--- src/rtl/if_fetch_unit.sv ---
// if_fetch_unit
//
// Instruction-fetch stage of the MIPS pipeline. It owns the PC and issues word
// fetches to a variable-latency instruction memory over a req/ready handshake.
// The fetched instruction and PC+4 go to the IF/ID register. The stage honours
// stall, applies branch/jump redirects from ID, and drives IF/ID's active-low
// flush.
//
// Ports:
//   clk, rst                 pipeline clock, synchronous active-high reset
//   stall                    IF/ID will not load this cycle
//   redirect, redirect_pc    taken branch/jump from ID and its target
//   imem_req, imem_addr      fetch request and word address
//   imem_ready, imem_rdata   response strobe and instruction data
//   pc_inc_o, instr_o        fetched PC+4 and instruction to IF/ID
//   valid_o                  pc_inc_o/instr_o carry a real instruction
//   flush_n_o                active-low flush to IF/ID
//
// States:
//   S_FETCH | request outstanding at pc; a response is accepted or redirected
//   S_HOLD  | response arrived under stall; presented from hold_instr_q
//   S_DRAIN | redirect hit an outstanding request; wait, discard, go to target

module if_fetch_unit #(
    parameter logic [31:0] RESET_PC = 32'h0000_0000
) (
    input  logic        clk,
    input  logic        rst,
    input  logic        stall,
    input  logic        redirect,
    input  logic [31:0] redirect_pc,
    output logic        imem_req,
    output logic [31:0] imem_addr,
    input  logic        imem_ready,
    input  logic [31:0] imem_rdata,
    output logic [31:0] pc_inc_o,
    output logic [31:0] instr_o,
    output logic        valid_o,
    output logic        flush_n_o
);

    typedef enum logic [1:0] {
        S_FETCH = 2'd0,
        S_HOLD  = 2'd1,
        S_DRAIN = 2'd2
    } state_t;

    state_t      state_q, state_d;
    logic [31:0] pc_q, pc_d;
    logic [31:0] target_q, target_d;
    logic [31:0] hold_instr_q, hold_instr_d;

    logic [31:0] redir_pc_w;
    logic [31:0] pc_plus4_w;

    // Low two bits of the target are ignored so pc stays word aligned.
    assign redir_pc_w = {redirect_pc[31:2], 2'b00};
    assign pc_plus4_w = pc_q + 32'd4;

    // Combinational outputs
    always_comb begin
        imem_req  = 1'b0;
        imem_addr = pc_q;
        instr_o   = 32'h0;
        pc_inc_o  = 32'h0;
        valid_o   = 1'b0;
        flush_n_o = 1'b1;
        if (rst) begin
            flush_n_o = 1'b0;
        end else begin
            // Redirect forces a bubble and a flush regardless of state.
            flush_n_o = ~redirect;
            case (state_q)
                S_FETCH: begin
                    imem_req = 1'b1;
                    if (imem_ready && !redirect) begin
                        instr_o  = imem_rdata;
                        pc_inc_o = pc_plus4_w;
                        valid_o  = 1'b1;
                    end
                end
                S_HOLD: begin
                    if (!redirect) begin
                        instr_o  = hold_instr_q;
                        pc_inc_o = pc_plus4_w;
                        valid_o  = 1'b1;
                    end
                end
                S_DRAIN: begin
                    // Address must not move while the old request is pending.
                    imem_req = 1'b1;
                end
                default: begin
                    imem_req = 1'b0;
                end
            endcase
        end
    end

    // Next-state logic
    always_comb begin
        state_d      = state_q;
        pc_d         = pc_q;
        target_d     = target_q;
        hold_instr_d = hold_instr_q;
        case (state_q)
            S_FETCH: begin
                if (redirect) begin
                    if (imem_ready) begin
                        pc_d = redir_pc_w;
                    end else begin
                        target_d = redir_pc_w;
                        state_d  = S_DRAIN;
                    end
                end else if (imem_ready) begin
                    if (stall) begin
                        hold_instr_d = imem_rdata;
                        state_d      = S_HOLD;
                    end else begin
                        pc_d = pc_plus4_w;
                    end
                end
            end
            S_HOLD: begin
                if (redirect) begin
                    pc_d    = redir_pc_w;
                    state_d = S_FETCH;
                end else if (!stall) begin
                    pc_d    = pc_plus4_w;
                    state_d = S_FETCH;
                end
            end
            S_DRAIN: begin
                if (redirect) begin
                    // Latest redirect wins, even in the cycle the drain completes.
                    target_d = redir_pc_w;
                    if (imem_ready) begin
                        pc_d    = redir_pc_w;
                        state_d = S_FETCH;
                    end
                end else if (imem_ready) begin
                    pc_d    = target_q;
                    state_d = S_FETCH;
                end
            end
            default: begin
                state_d = S_FETCH;
            end
        endcase
    end

    always_ff @(posedge clk) begin
        if (rst) begin
            state_q      <= S_FETCH;
            pc_q         <= RESET_PC;
            target_q     <= RESET_PC;
            hold_instr_q <= 32'h0;
        end else begin
            state_q      <= state_d;
            pc_q         <= pc_d;
            target_q     <= target_d;
            hold_instr_q <= hold_instr_d;
        end
    end

endmodule

--- config.mk ---
export PLATFORM = sky130hd
export DESIGN_NAME = if_fetch_unit
export DESIGN_NICKNAME = d
export VERILOG_FILES = /design/src/rtl/if_fetch_unit.sv
export SDC_FILE = /design/constraint.sdc
export NUM_CORES = 1
export LEC_CHECK = 0
export ABC_AREA = 1
export CAP_MARGIN = 10
export CORE_UTILIZATION = 40
export DETAILED_ROUTE_END_ITERATION = 10
export HOLD_SLACK_MARGIN = 0.02
export PLACE_DENSITY = 0.67
export SLEW_MARGIN = 10
export SYNTH_ARGS = -nofsm -noshare
export SYNTH_HDL_FRONTEND = slang
export SYNTH_SLANG_ARGS = --single-unit
--- constraint.sdc ---
create_clock -name clk -period 2.6 [get_ports clk]
set_input_delay 0.78 -clock clk [delete_from_list [all_inputs] [get_ports clk]]
set_output_delay 0.78 -clock clk [all_outputs]
set_load 0.1 [all_outputs]
==> summary.md <==
| Metric | Value |
|---|---|
| Final setup violation count | 65 |
| Max cap viols | 0 |
| Layout Cells excl Fill | 1695 |
| Die width | ~130 um |
| Clock root cell | clkbuf_16 |
| Crit start category | register |
| Worst slew margin | between 40% and 50% |
| Share of cells above drive strength 1 | between 30% and 40% |
| CTS Sinks | 96 |
| Slew @ Worst Pin | roughly 800 ps |
| Skew final | 14.37 ps |
| CP Capture Type | primary output |
| Clock transition at the registers of the reported paths | 80 ps |
| WL/cell | roughly 16 um |
| Data arrival, critical path | just under 2000 ps |
| Nets@finish | about 1500 |
| Gpl congestion | slightly above 0.9 |
| Max Slew Vio Count | 0 |
| Largest net degree at the start of global routing | 66 |
| Area share of the largest cell type after synthesis | between 20 and 30% |
| Top cells by count, synth | nand2_1 (450), nor2_1 (147), a21oi_1 (124), dfxtp_1 (96), inv_1 (79) |
| Core area | 16580 sq um |
| Worst-path cell chain | inv_4 > buf_12 > ha_4 > clkinv_4 > nor2_4 > buf_6 > buf_16 > nand2_2 > a21oi_4 > buf_12 |
| WL final | ~27000 um |
| CTS Buf Count | 9 |
| Vias/cell | 5.263 |
| Crit Path Max Fanout | 8 |
| CTS tree | built |
| First-pass GRT wire length | 42470 um |
| Port bufs | about 170 |
| Peak Freq | about 360 MHz |
| Net Sw Power | around 0.006 W |
| Async SR Flop Fraction | 0% |
| EDFF count, synth | 0 |
| Most common cell in the synthesized netlist | nand2_1 |
| Main synth FF type | dfxtp_1 |
| Area contributors post-synth | dfxtp_1 (28%), nand2_1 (25%), a21oi_1 (9.2%) |
| Clock Path Buffers | 2 |
| VDD IR max | approximately 560 uV |
| Grt ovf | 0 |
| Post-synthesis area per instance | 5.642 sq um |
| Crit path largest cell delay | between 300 and 400 ps |
| Worst path bufs/invs | 6 |
| Synth warn | 0 |
| Placed insts | around 1600 |
| Layout area overhead | 76.31% |
| Req. time, crit path | approximately 1800 ps |
| 1st-pass router iterations | 5 |
| Synthesized net count | ~1300 |
| GRT Util Overall | between 30% and 40% |
| Fin Setup TNS | -7531 ps |
| Post-route ant nets | 0 |
| Combinational power share | approximately 70% |
| IO Pins | between 150 and 200 |
| Cell variety after synth | 30 |
| Run status | complete, but fails checks |
| Design area | between 10000 and 15000 sq um |
| Crit path top cell by count | buf_12 |
| Worst path top cell family by delay | buffers and inverters |
| Sw frac | about 52% |
| Synthesis-stage register bit count | 96 |
| Worst Hold Slack | roughly 460 ps |
| Sequential area share after synthesis | 28.39% |
| Worst Setup Path Type | reg2out |
| Hold Fails Final Rpt | 0 |
| Starting DRT DRC Count | around 1100 |
| Syn Inst Count | between 1000 and 1500 |
| Clock power frac | between 10% and 20% |
| Violated checks | setup timing |
| HPWL after DPL | around 18000 um |
| Final WS setup | -166.2 ps |
| Initial Util | 40.83% |
| Via count | ~8900 |
| Fin crit share | 106.4% |
| Row cnt | 47 |
| Die Area | roughly 17000 sq um |
| # DRC | 0 |
| Slowest-stage cell, CP | dfxtp_2 |
| Cell-internal power | 0.005596 W |
| Clk Latency, worst-skew pair | between 300 and 400 ps |
| Finished Core Util | 71.98% |
| Initial antenna violation count | 0 |
| PwrDens | about 970 nW/um^2 |
| Antenna cell count | 0 |
| Die height | 132.1 um |
| Leakage | around 5.1 nW |
| R2R Setup Slk | about 340 ps |
| Post-Syn Area | between 6000 and 7000 sq um |
| Dpl cell area | 10610 sq um |
| Hold Crit Class | reg2reg |
| Reg power frac | between 10% and 20% |
| Tmin final | roughly 2800 ps |
| # H-tree levels | 3 |
| Area leader, netlist | dfxtp_1 |
| Vias in the first global route | 8160 |
| Unrepaired setup endpoints after global routing | yes |
[placed cells by master (no fill, tap or decap), types with 14 or more instances in the layout]
master,synthesis,final
o21ai_0,72,72
nand3_1,63,62
a21oi_4,0,24
nand2_2,1,35
buf_4,4,170
nor2_4,0,46
a22oi_1,21,21
clkdlybuf4s50_1,0,63
inv_2,10,14
inv_1,79,71
nand2_1,450,389
nand2_4,0,27
buf_12,0,82
a21oi_1,124,92
nor2_2,6,15
nor2_1,147,92
dfxtp_1,96,72
[per-layer routing]
layer	track usage [%]	wire (um)
met5	0	0
met2	49.35	12520
met3	6.767	2528
met1	39.20	11100
met4	13.11	913
[final cells by class]
type / instances / area, sq um
Inverter: 90 / 354.1
Clock buffer: 9 / 225.2
Fill cell: 1341 / 4647
Timing Repair Buffer: 330 / 3800
Sequential cell: 96 / 1982
Clock inverter: 7 / 65.06
Multi-Input combinational cell: 943 / 5235
Tap cell: 220 / 275.3
[through the flow]
| step | setup slack, ps | power, W |
|---|---|---|
| 2_1_floorplan | -716.8 | 0.006986 |
| 3_3_place_gp | -456.2 | 0.009300 |
| 3_5_place_dp | -507.1 | 0.009356 |
| 4_1_cts | -184.0 | 0.01133 |
| 5_1_grt | -223.9 | 0.01236 |
| 6_report | -166.2 | 0.01158 |
[kinds of logic (layout without fill, tap and decap cells)]
family | count (synthesis) | after routing | share of synthesized area (%)
xor+xnor | 13 | 13 | 1.682
compound gates | 244 | 244 | 19.46
fa+ha+maj | 5 | 5 | 0.9240
buf+inv | 161 | 436 | 9.924
flops | 96 | 96 | 28.39
simple gates | 681 | 681 | 39.62
[tightest hold or removal path, delay by kind of cell, from the launching register on]
kind | cells | cell delay, ps
flops | 1 | 300
buf+inv | 1 | 60
compound gates | 1 | 60
[timing repair]
action,in CTS,in global routing
cloned,6,1
resized for setup,140,52
hold buffers,0,0
pin swaps,47,39
endpoints found under the setup margin,84,65
buffers inserted,24,14
[power groups by stage]
stage               Clock [W]  Sequential [W]  Combinational (W)
finish                0.00133         0.00213            0.00813
global route          0.00139         0.00217            0.00880
CTS                   0.00135         0.00211            0.00787
detailed placement          0         0.00208            0.00727
global placement            0         0.00207            0.00723
floorplan                   0         0.00290            0.00408
[flip-flops by register name (all words and copies together), names as in the netlist]
signal / flops
target_q: 30
state_q: 2
hold_instr_q: 32
imem_addr: 32
[final timing paths]
| kind | start | end | cells past startpoint |
|---|---|---|---|
| setup reg to reg | state_q[0] | imem_addr[30] | 10 |
| hold reg to reg | target_q[8] | target_q[8] | 2 |
| hold / removal | target_q[8] | target_q[8] | 2 |
| setup / recovery | state_q[1] | instr_o[18] | 10 |
No activity file was read; power rests on OpenSTA's default activity.
